[config.mk]
export PLATFORM = sky130hd
export DESIGN_NAME = uart_tx_arbiter_flat
export DESIGN_NICKNAME = d
export VERILOG_FILES = /design/src/rtl/uart_tx_arbiter_if.sv /design/src/rtl/uart_tx_arbiter.sv /design/src/flat_wrapper.sv
export SDC_FILE = /design/constraint.sdc
export NUM_CORES = 1
export LEC_CHECK = 0
export ABC_AREA = 1
export BUFFER_PORTS_ARGS = -buffer_cell sky130_fd_sc_hd__buf_2
export CORE_UTILIZATION = 31
export DETAILED_ROUTE_END_ITERATION = 12
export PLACE_DENSITY = 0.52
export SLEW_MARGIN = 20
export SYNTH_ARGS = -nofsm -noshare
export SYNTH_HDL_FRONTEND = slang
export SYNTH_SLANG_ARGS = --single-unit
export TNS_END_PERCENT = 100
[constraint.sdc]
create_clock -name i_clk -period 2.15 [get_ports i_clk]
set_clock_uncertainty 0.2 [all_clocks]
set_input_delay 0.5375 -clock i_clk [delete_from_list [all_inputs] [get_ports i_clk]]
set_output_delay 0.5375 -clock i_clk [all_outputs]
set_load 0.005 [all_outputs]
[src/rtl/uart_tx_arbiter_if.sv]
// Handshake bundle between the byte-stream requesters, the arbiter and the shared uart_tx.
// The master modport is the arbiter's view; the slave modport is the surrounding environment's view.
interface uart_tx_arbiter_if #(
    parameter int N_REQ = 4
);
    logic [N_REQ-1:0]   i_s_axis_tvalid;
    logic [8*N_REQ-1:0] i_s_axis_tdata;
    logic [N_REQ-1:0]   i_s_axis_tlast;
    logic [N_REQ-1:0]   o_s_axis_tready;
    logic               o_m_axis_tvalid;
    logic [7:0]         o_m_axis_tdata;
    logic               i_txd_busy;
    logic               i_txd_done;
    logic               o_grant_valid;
    logic [2:0]         o_grant_idx;
    logic               o_busy;

    modport master (
        input  i_s_axis_tvalid, i_s_axis_tdata, i_s_axis_tlast, i_txd_busy, i_txd_done,
        output o_s_axis_tready, o_m_axis_tvalid, o_m_axis_tdata, o_grant_valid, o_grant_idx, o_busy
    );

    modport slave (
        output i_s_axis_tvalid, i_s_axis_tdata, i_s_axis_tlast, i_txd_busy, i_txd_done,
        input  o_s_axis_tready, o_m_axis_tvalid, o_m_axis_tdata, o_grant_valid, o_grant_idx, o_busy
    );
endinterface

[src/rtl/uart_tx_arbiter.sv]
// Round-robin, packet-holding arbiter that shares one uart_tx between N_REQ AXIS byte streams,
// pacing one byte per UART frame from the UART's busy/done status.
module uart_tx_arbiter #(
    parameter int N_REQ     = 4,
    parameter int MAX_BURST = 16
) (
    input  logic              i_clk,
    input  logic              i_rst,
    uart_tx_arbiter_if.master bus
);
    typedef enum logic [2:0] {SYNC, ARB, LOAD, ISSUE, WAIT_DONE, WAIT_IDLE} state_t;

    state_t           state;
    logic [2:0]       ptr;
    logic [2:0]       gidx;
    logic [15:0]      cnt;
    logic             cap_last;
    logic [N_REQ-1:0] tready;
    logic             m_tvalid;
    logic [7:0]       m_tdata;
    logic             grant_valid;
    logic             busy;

    logic             sel_found;
    logic [2:0]       sel_idx;
    logic             cur_valid;
    logic [7:0]       cur_data;
    logic             cur_last;
    logic             burst_hit;
    logic [2:0]       next_ptr;
    int               j;

    assign bus.o_s_axis_tready = tready;
    assign bus.o_m_axis_tvalid = m_tvalid;
    assign bus.o_m_axis_tdata  = m_tdata;
    assign bus.o_grant_valid   = grant_valid;
    assign bus.o_grant_idx     = gidx;
    assign bus.o_busy          = busy;

    // Scan upward from the pointer with wrap; also mux out the granted requester's stream.
    always_comb begin
        sel_found = 1'b0;
        sel_idx   = '0;
        cur_valid = 1'b0;
        cur_data  = '0;
        cur_last  = 1'b0;
        j         = 0;
        for (int i = 0; i < N_REQ; i++) begin
            j = int'(ptr) + i;
            if (j >= N_REQ) j = j - N_REQ;
            if (!sel_found && bus.i_s_axis_tvalid[j]) begin
                sel_found = 1'b1;
                sel_idx   = 3'(j);
            end
            if (3'(i) == gidx) begin
                cur_valid = bus.i_s_axis_tvalid[i];
                cur_data  = bus.i_s_axis_tdata[8*i +: 8];
                cur_last  = bus.i_s_axis_tlast[i];
            end
        end
    end

    assign burst_hit = (MAX_BURST != 0) && (cnt == 16'(MAX_BURST));
    assign next_ptr  = (gidx == 3'(N_REQ - 1)) ? 3'd0 : gidx + 3'd1;

    always_ff @(posedge i_clk) begin
        if (i_rst) begin
            state       <= SYNC;
            ptr         <= '0;
            gidx        <= '0;
            cnt         <= '0;
            cap_last    <= 1'b0;
            tready      <= '0;
            m_tvalid    <= 1'b0;
            m_tdata     <= '0;
            grant_valid <= 1'b0;
            busy        <= 1'b1;
        end else begin
            case (state)
                // A frame may still be in flight from before reset; wait for a fully idle UART.
                SYNC: begin
                    if (!bus.i_txd_busy && !bus.i_txd_done) begin
                        state <= ARB;
                        busy  <= 1'b0;
                    end
                end
                ARB: begin
                    if (sel_found) begin
                        grant_valid <= 1'b1;
                        gidx        <= sel_idx;
                        busy        <= 1'b1;
                        state       <= LOAD;
                        for (int i = 0; i < N_REQ; i++) tready[i] <= (3'(i) == sel_idx);
                    end
                end
                LOAD: begin
                    if (cur_valid) begin
                        m_tdata  <= cur_data;
                        cap_last <= cur_last;
                        cnt      <= cnt + 16'd1;
                        tready   <= '0;
                        m_tvalid <= 1'b1;
                        state    <= ISSUE;
                    end
                end
                ISSUE: begin
                    if (bus.i_txd_busy) begin
                        m_tvalid <= 1'b0;
                        state    <= WAIT_DONE;
                    end
                end
                WAIT_DONE: begin
                    if (bus.i_txd_done) state <= WAIT_IDLE;
                end
                // The fall of done is the only guarantee that the UART is idle again.
                WAIT_IDLE: begin
                    if (!bus.i_txd_done) begin
                        if (cap_last || burst_hit) begin
                            ptr         <= next_ptr;
                            cnt         <= '0;
                            grant_valid <= 1'b0;
                            busy        <= 1'b0;
                            state       <= ARB;
                        end else begin
                            state <= LOAD;
                            for (int i = 0; i < N_REQ; i++) tready[i] <= (3'(i) == gidx);
                        end
                    end
                end
                default: state <= SYNC;
            endcase
        end
    end
endmodule
[src/flat_wrapper.sv]
// flat-port wrapper written by rule: the top's interface ports become plain ports
module uart_tx_arbiter_flat 
#(
    parameter int N_REQ     = 4,
    parameter int MAX_BURST = 16
)
  (i_clk, i_rst, bus_i_s_axis_tvalid, bus_i_s_axis_tdata, bus_i_s_axis_tlast, bus_i_txd_busy, bus_i_txd_done, bus_o_s_axis_tready, bus_o_m_axis_tvalid, bus_o_m_axis_tdata, bus_o_grant_valid, bus_o_grant_idx, bus_o_busy);
  uart_tx_arbiter_if #(.N_REQ(N_REQ)) bus_i ();
  input  logic i_clk;
  input  logic i_rst;
  input wire logic [$bits(bus_i.i_s_axis_tvalid)-1:0] bus_i_s_axis_tvalid;
  input wire logic [$bits(bus_i.i_s_axis_tdata)-1:0] bus_i_s_axis_tdata;
  input wire logic [$bits(bus_i.i_s_axis_tlast)-1:0] bus_i_s_axis_tlast;
  input wire logic [$bits(bus_i.i_txd_busy)-1:0] bus_i_txd_busy;
  input wire logic [$bits(bus_i.i_txd_done)-1:0] bus_i_txd_done;
  output wire logic [$bits(bus_i.o_s_axis_tready)-1:0] bus_o_s_axis_tready;
  output wire logic [$bits(bus_i.o_m_axis_tvalid)-1:0] bus_o_m_axis_tvalid;
  output wire logic [$bits(bus_i.o_m_axis_tdata)-1:0] bus_o_m_axis_tdata;
  output wire logic [$bits(bus_i.o_grant_valid)-1:0] bus_o_grant_valid;
  output wire logic [$bits(bus_i.o_grant_idx)-1:0] bus_o_grant_idx;
  output wire logic [$bits(bus_i.o_busy)-1:0] bus_o_busy;
  assign bus_i.i_s_axis_tvalid = bus_i_s_axis_tvalid;
  assign bus_i.i_s_axis_tdata = bus_i_s_axis_tdata;
  assign bus_i.i_s_axis_tlast = bus_i_s_axis_tlast;
  assign bus_i.i_txd_busy = bus_i_txd_busy;
  assign bus_i.i_txd_done = bus_i_txd_done;
  assign bus_o_s_axis_tready = bus_i.o_s_axis_tready;
  assign bus_o_m_axis_tvalid = bus_i.o_m_axis_tvalid;
  assign bus_o_m_axis_tdata = bus_i.o_m_axis_tdata;
  assign bus_o_grant_valid = bus_i.o_grant_valid;
  assign bus_o_grant_idx = bus_i.o_grant_idx;
  assign bus_o_busy = bus_i.o_busy;
  uart_tx_arbiter #(.N_REQ(N_REQ), .MAX_BURST(MAX_BURST)) u_core (.i_clk(i_clk), .i_rst(i_rst), .bus(bus_i));
endmodule
=== Word-level counts from Yosys, hierarchy flattened ===
Index checks and enable logic that the tools add are counted.

* Register bits: 41
* Input bits: 44
* Output and inout port bits: 18
* Logic and storage cells: 139

* Add/subtract/negate cells: 9
* $lt $le $gt $ge: 8
* Equal/unequal tests: 21
* Muxes and demuxes: 63
* Bitwise gates (word level): 1
* Reductions and logical operators: 27

{| class="wikitable"
|+ Operators by type and width
! operator !! number
|-
| 32-bit by 4-bit less-than comparator with 1-bit output (second input constant) || 4
|-
| 32-bit 2-to-1 mux || 4
|-
| 32-bit by 4-bit >= comparator with 1-bit output (second input constant) || 3
|-
| 32-bit by 4-bit subtractor with 32-bit output (second input constant) || 3
|-
| 16-bit 2-to-1 mux || 3
|-
| 3-bit 2-to-1 mux || 11
|-
| 8-bit 2-to-1 mux || 4
|-
| 16-bit one-hot mux with 2 select lines || 1
|-
| 1-bit 2-to-1 mux || 26
|-
| 3-bit one-hot mux with 6 select lines || 1
|-
| 16-bit by 1-bit adder with 16-bit output (second input constant) || 1
|-
| 16-bit by 5-bit == test with 1-bit output (second input constant) || 1
|-
| 4-bit 2-to-1 mux || 4
|-
| 2-bit by 3-bit == test with 1-bit output (first input constant) || 4
|-
| 4-bit one-hot mux with 3 select lines || 1
|-
| 5-bit AND reduction || 2
|-
| 3-bit by 2-bit == test with 1-bit output (second input constant) || 3
|-
| 3-bit zero test || 3
|-
| 3-bit by 2-bit adder with 4-bit output (second input constant) || 2
|-
| 1-bit binary-select mux with 2-bit select || 4
|-
| 2-bit by 1-bit inequality test with 1-bit output (second input constant) || 4
|-
| 2-bit inequality test (second input constant) || 4
|-
| 4-bit AND reduction || 2
|-
| 1-bit by 3-bit == test with 1-bit output (first input constant) || 2
|-
| 18 further kinds || 32
|}

=== Depth between registers and ports, before layout ===
* Word-level depth: 18
* Mapped depth: 15
* Gate-level depth less buffers: 15

=== Worst setup path after synthesis ===
Ideal clock, no wire load.

* Path kind: register to register
* Start: register u_core.ptr[1]
* End: register u_core.state[0]
* Library setup time: 0.113 ns
* Data arrival time: 1.754 ns
* Data required time: 1.837 ns
* Path slack: 0.083 ns
* Cell stages (with the launch flop): 14
* Buffers on the path: 0
* Clock period less this slack: 2.067 ns
* Cells stage by stage: dfxtp_1 -> inv_1 -> ha_1 -> inv_1 -> nand3_1 -> nand2_1 -> nand3_2 -> inv_1 -> nand3_2 -> inv_1 -> nor2_1 -> nand2_1 -> nor2_1 -> nor2_1

* Word-level cells in the longest chain between the ends: 17
* Elaborated cells on any way between the ends: 39
* Those cells by class: add/sub: 7; order compare: 4; eq/ne: 1; mux: 20; reduce/logical: 7

{| class="wikitable"
|+ RTL lines
! element !! line !! source
|-
| start, declared || uart_tx_arbiter.sv:14 || <nowiki>logic [2:0] ptr;</nowiki>
|-
| start signal, assigned || uart_tx_arbiter.sv:119 || <nowiki>ptr <= next_ptr;</nowiki>
|-
| parallel branches: the longest is 14 deep, another holds 32-bit by 4-bit subtractor with 32-bit output || n/a ||
|-
| 1-bit 2-to-1 mux (*) || uart_tx_arbiter.sv:51 || <nowiki>if (!sel_found && bus.i_s_axis_tvalid[j]) begin</nowiki>
|-
| 2-bit by 1-bit inequality test with 1-bit output (no source line) (*) || n/a ||
|-
| 6-bit AND reduction (no source line) (*) || n/a ||
|-
| end signal, assigned || uart_tx_arbiter.sv:68 || <nowiki>state <= SYNC;</nowiki>
|-
| end signal, assigned || uart_tx_arbiter.sv:83 || <nowiki>state <= ARB;</nowiki>
|-
| end signal, assigned || uart_tx_arbiter.sv:92 || <nowiki>state <= LOAD;</nowiki>
|-
| end, declared || uart_tx_arbiter.sv:13 || <nowiki>state_t state;</nowiki>
|}

Every way passes the cells marked *. The select of a mux whose other input is x is not followed.
A chain may end at the register's enable or synchronous reset.

=== Worst setup path after layout ===
* Start: register u_core.gidx[0], in the netlist u_core.bus.o_grant_idx[0]
* End: register u_core.cnt[13]

* Word-level cells in the longest chain between the ends: 7
* Elaborated cells on any way between the ends: 10
* Those cells by class: eq/ne: 4; mux: 4; reduce/logical: 2

{| class="wikitable"
|+ RTL lines
! element !! line !! source
|-
| start, declared || uart_tx_arbiter.sv:15 || <nowiki>logic [2:0] gidx;</nowiki>
|-
| start signal, assigned || uart_tx_arbiter.sv:90 || <nowiki>gidx <= sel_idx;</nowiki>
|-
| 3-bit zero test || uart_tx_arbiter.sv:55 || <nowiki>if (3'(i) == gidx) begin</nowiki>
|-
| 1-bit 2-to-1 mux (3 in series) || uart_tx_arbiter.sv:55 ||
|-
| 1-bit 2-to-1 mux (*) || uart_tx_arbiter.sv:55 ||
|-
| 2-bit by 1-bit inequality test with 1-bit output (no source line) (*) || n/a ||
|-
| 4-bit AND reduction (no source line) (*) || n/a ||
|-
| end signal, assigned || uart_tx_arbiter.sv:100 || <nowiki>cnt <= cnt + 16'd1;</nowiki>
|-
| end, declared || uart_tx_arbiter.sv:16 || <nowiki>logic [15:0] cnt;</nowiki>
|}

Every way passes the cells marked *; elsewhere a longest branch is shown, timed or not.

==> results.py <==
metrics = {
    "status": {
        "status": "finished clean",
    },
    "floorplan": {
        "fp-row-count": 35,
        "dieArea_mm2": 0.0100,
        "core_area_mm2": 0.00928,
        "initial_core_util_pct": 32.2,
        "fp.dieH_um": 100,
        "io_pins": 62,
        "die_w_um": 100,
    },
    "yosys": {
        "avgSynthCellArea_um2": 6.25,
        "synth_top_area_cell": "dfxtp_1",
        "syn-num-nets": 535,
        "synth_seq_area_share_pct": 27.5,
        "syn_area_mm2": 0.00299,
        "synthArstFlopShare_pct": 0,
        "synth_edf_count": 0,
        "synthFlopType": "dfxtp_1",
        "yosys.area.top_type_share_pct": 27.5,
        "netlist_instances": 478,
        "synth_area_leaders": "dfxtp_1 27%, nand2_1 16%, nand3_1 10%, inv_1 6.4%, a21oi_1 6.4%",
        "ys.warnings.count": 0,
        "synth.distinct_cells": 33,
        "synth-seq-cells": 41,
    },
    "critical_path": {
        "cp_top_family": "simple AND/OR/NAND/NOR gates",
        "crit_fanout": 12,
        "r2r_cells": 13,
        "cp-end-kind": "flip-flop",
        "critical_path_arrival_ps": 2070,
        "crit_buf_inv": 3,
        "path_class": "flip-flop to flip-flop",
        "r2r_start": "u_core.bus.o_grant_idx[0]",
        "worst_ep_required_time_ps": 2190,
        "cp_slowest_cell": "dfxtp_4",
        "critPathMaxStageDelay_ps": 370,
        "crit_end": "u_core.cnt[13]",
        "path_cells": "inv_2, ha_1, inv_1, nor2_4, nand3_1, nand3_1, nand2_2, nand3_2, nand2_4, nor2_8, clkbuf_16, nand4_1, a21oi_1",
        "crit_cells": 13,
        "regToRegSetupSlack_ps": 120,
        "crit_path_start": "u_core.bus.o_grant_idx[0]",
        "startpoint_type": "flip-flop",
        "cpMostUsedCell": "nand3_1",
        "rr_endpoint": "u_core.cnt[13]",
    },
    "layout": {
        "regArea_um2": 831,
        "stdcell_area_mm2": 0.00380,
        "filler_cell_count": 1032,
        "drive_above_1_share_pct": 24.3,
        "multi_input_area_mm2": 0.00192,
        "final_nets": 611,
        "utilization_pct": 41.0,
        "areaGrowthSynthToFinish_pct": 27.3,
        "antenna-diode-count": 0,
    },
    "power_and_ir_drop": {
        "power_frac_seq_pct": 27.9,
        "power_switching_share_pct": 41.8,
        "leakagePower_nw": 1.78,
        "vdd_drop_max_uv": 580,
        "p_comb_share_pct": 51.0,
        "intPower_mw": 2.16,
        "netSwitchingPower_mw": 1.55,
        "power.share.clock_pct": 21.1,
        "pwr_density_cell_mw_per_mm2": 975,
    },
    "min_path": {
        "min_path_type": "flip-flop to flip-flop",
    },
    "clock_tree": {
        "clk_pin_slew_ps": 100,
        "ctsHoldBuffers": 0,
        "clock_tree.buffer_depth": 2,
        "numCtsBuffers": 5,
        "clock_latency_ps": 310,
        "cts_htree_levels": 2,
        "cts_tree": "done",
        "cts-root-buf": "clkbuf_8",
        "cts_sinks": 41,
    },
    "timing": {
        "setup_violations": 0,
        "hold_ws_ps": 263,
        "worst_slew_pin_slew_ps": 405,
        "final.min_clock_period_ps": 2030,
        "rsz0062_at_grt": "true",
        "maxSlewViolCount": 0,
        "hold_violations": 0,
        "max_freq_ghz": 0.493,
        "relSlewSlack_pct": 73.0,
        "fin_crit_sh_pct": 94.4,
    },
    "placement": {
        "portBuffers": 61,
        "hpwlAfterDp_mm": 6.55,
        "dpl_cell_area_mm2": 0.00352,
        "gp_congestion": 0.878,
    },
    "grt": {
        "grt_overflow": 0,
        "antenna_found_initial": 0,
        "grt_max_degree": 25,
        "grt_pass1_wl_mm": 13.9,
        "globalRouteMet2Util_pct": 27.8,
        "grt_use_met3_pct": 3.06,
        "grtUsageTotal_pct": 17.3,
        "grt_pass1_vias": 2988,
        "top_usage_layer": "met2",
        "use_met1_pct": 23.9,
    },
    "drt": {
        "ant_nets": 0,
        "drt_iter0_markers": 122,
        "route.detailed.wl_per_inst_um": 12.5,
        "dr.pass1.iters": 4,
        "vias_per_cell": 4.76,
        "vias": 3259,
        "wl_mm": 8.56,
        "drcViolationCount": 0,
    },
    "flow_run": {
        "cap_violations": 0,
    },
}
power groups by stage:
stage	combinational, mW	clock [mW]	sequential, mW
finish	1.89	0.780	1.04
global route	2.14	0.824	1.06
CTS	1.73	0.793	1.03
detailed placement	1.72	0	1.04
global placement	1.72	0	1.04
floorplan	1.22	0	1.03
worst register-to-register path, cell delays in order, from the launching register on:
cell,delay (ps)
dfxtp_4,370
inv_2,80
ha_1,140
inv_1,70
nor2_4,80
nand3_1,70
nand3_1,80
nand2_2,60
nand3_2,80
nand2_4,80
nor2_8,240
clkbuf_16,210
nand4_1,80
a21oi_1,130
routing by layer:
metal  wire length, um  share of wire, %
met1              4290                50
met2              3710                43
met3               443               5.2
met4               104               1.2
met5                 0                 0
layout make-up:
| cell class | instances | share of cell area (%) |
|---|---|---|
| Sequential cell | 41 | 21.8 |
| Inverter | 59 | 5.89 |
| Clock inverter | 3 | 1.81 |
| Clock buffer | 5 | 1.81 |
| Multi-Input combinational cell | 362 | 50.4 |
| Timing Repair Buffer | 85 | 14.0 |
| Tap cell | 129 | 4.24 |
worst min-delay path by stage:
stage	endpoint	startpoint	slack, ps	depth (start not counted)
floorplan	u_core.cap_last	u_core.cap_last	240	2
global placement	u_core.bus.o_m_axis_tdata[5]	u_core.bus.o_m_axis_tdata[5]	250	2
detailed placement	u_core.bus.o_grant_valid	u_core.bus.o_grant_valid	250	1
CTS	u_core.cap_last	u_core.cap_last	270	2
global route	u_core.bus.o_m_axis_tdata[2]	u_core.bus.o_m_axis_tdata[2]	290	2
finish	u_core.bus.o_m_axis_tdata[2]	u_core.bus.o_m_axis_tdata[2]	260	2
registers in the layout, summed over array words and instances (netlist names):
signal	flops
u_core.bus.o_s_axis_tready	4
u_core.cap_last	1
u_core.bus.o_grant_valid	1
u_core.bus.o_busy	1
u_core.cnt	16
u_core.state	3
u_core.bus.o_m_axis_tvalid	1
u_core.bus.o_grant_idx	3
u_core.ptr	3
u_core.bus.o_m_axis_tdata	8
synth_stat cells (4+ instances only):
| cell type | instances |
|---|---|
| ha_1 | 13 |
| nor2_1 | 38 |
| dfxtp_1 | 41 |
| o21ai_0 | 29 |
| a21oi_1 | 38 |
| inv_1 | 51 |
| buf_4 | 4 |
| inv_2 | 7 |
| xor2_1 | 7 |
| nor3_1 | 10 |
| clkbuf_1 | 8 |
| nand3_1 | 62 |
| nand4_1 | 15 |
| nand2_1 | 125 |
cells by family after synthesis:
kind of cell	synth area share, %
AND/OR/NAND/NOR	40.7
adder cells (fa/ha/maj)	5.44
flip-flops	27.5
XOR/XNOR	2.64
AO/OA/AOI/OAI	13.0
buffers and inverters	10.7
cells in the final DEF (no fill, tap or decap), types with 2 or more instances in the layout:
master | synthesis | routed
a21oi_1 | 38 | 36
a21oi_2 | 0 | 2
buf_2 | 0 | 61
buf_4 | 4 | 21
bufinv_16 | 0 | 2
clkbuf_16 | 0 | 2
clkbuf_8 | 0 | 5
dfxtp_1 | 41 | 37
dfxtp_2 | 0 | 2
dfxtp_4 | 0 | 2
ha_1 | 13 | 11
inv_1 | 51 | 48
inv_2 | 7 | 9
nand2_1 | 125 | 119
nand2_2 | 3 | 7
nand2_4 | 0 | 2
nand3_1 | 62 | 59
nand3_2 | 3 | 6
nand4_1 | 15 | 15
nor2_1 | 38 | 36
nor2_2 | 1 | 3
nor2_4 | 2 | 2
nor2_8 | 2 | 2
nor3_1 | 10 | 10
o211ai_1 | 3 | 3
o21ai_0 | 29 | 28
o21ai_1 | 1 | 2
xnor2_1 | 2 | 2
xor2_1 | 7 | 7
repair_timing:
action	4_1_cts	5_1_grt
hold endpoints to repair	0	0
endpoints found under the setup margin	1	38
setup buffers	0	2
resized for setup	1	28
pin swaps	0	4
cloned	0	2
per-stage QoR:
| stage | cells | worst slack [ps] | TNS (ps) | total power [mW] |
|---|---|---|---|---|
| 5_1_grt | 684 | -2.82 | -2.82 | 4.02 |
| 2_1_floorplan | 478 | 83.2 | 0 | 2.25 |
| 3_3_place_gp | 672 | 66.0 | 0 | 2.76 |
| 4_1_cts | 680 | 18.5 | 0 | 3.55 |
| 3_5_place_dp | 672 | 5.13 | 0 | 2.76 |
| 6_report | 684 | 120 | 0 | 3.71 |
Power figures use the tool's default switching activity.
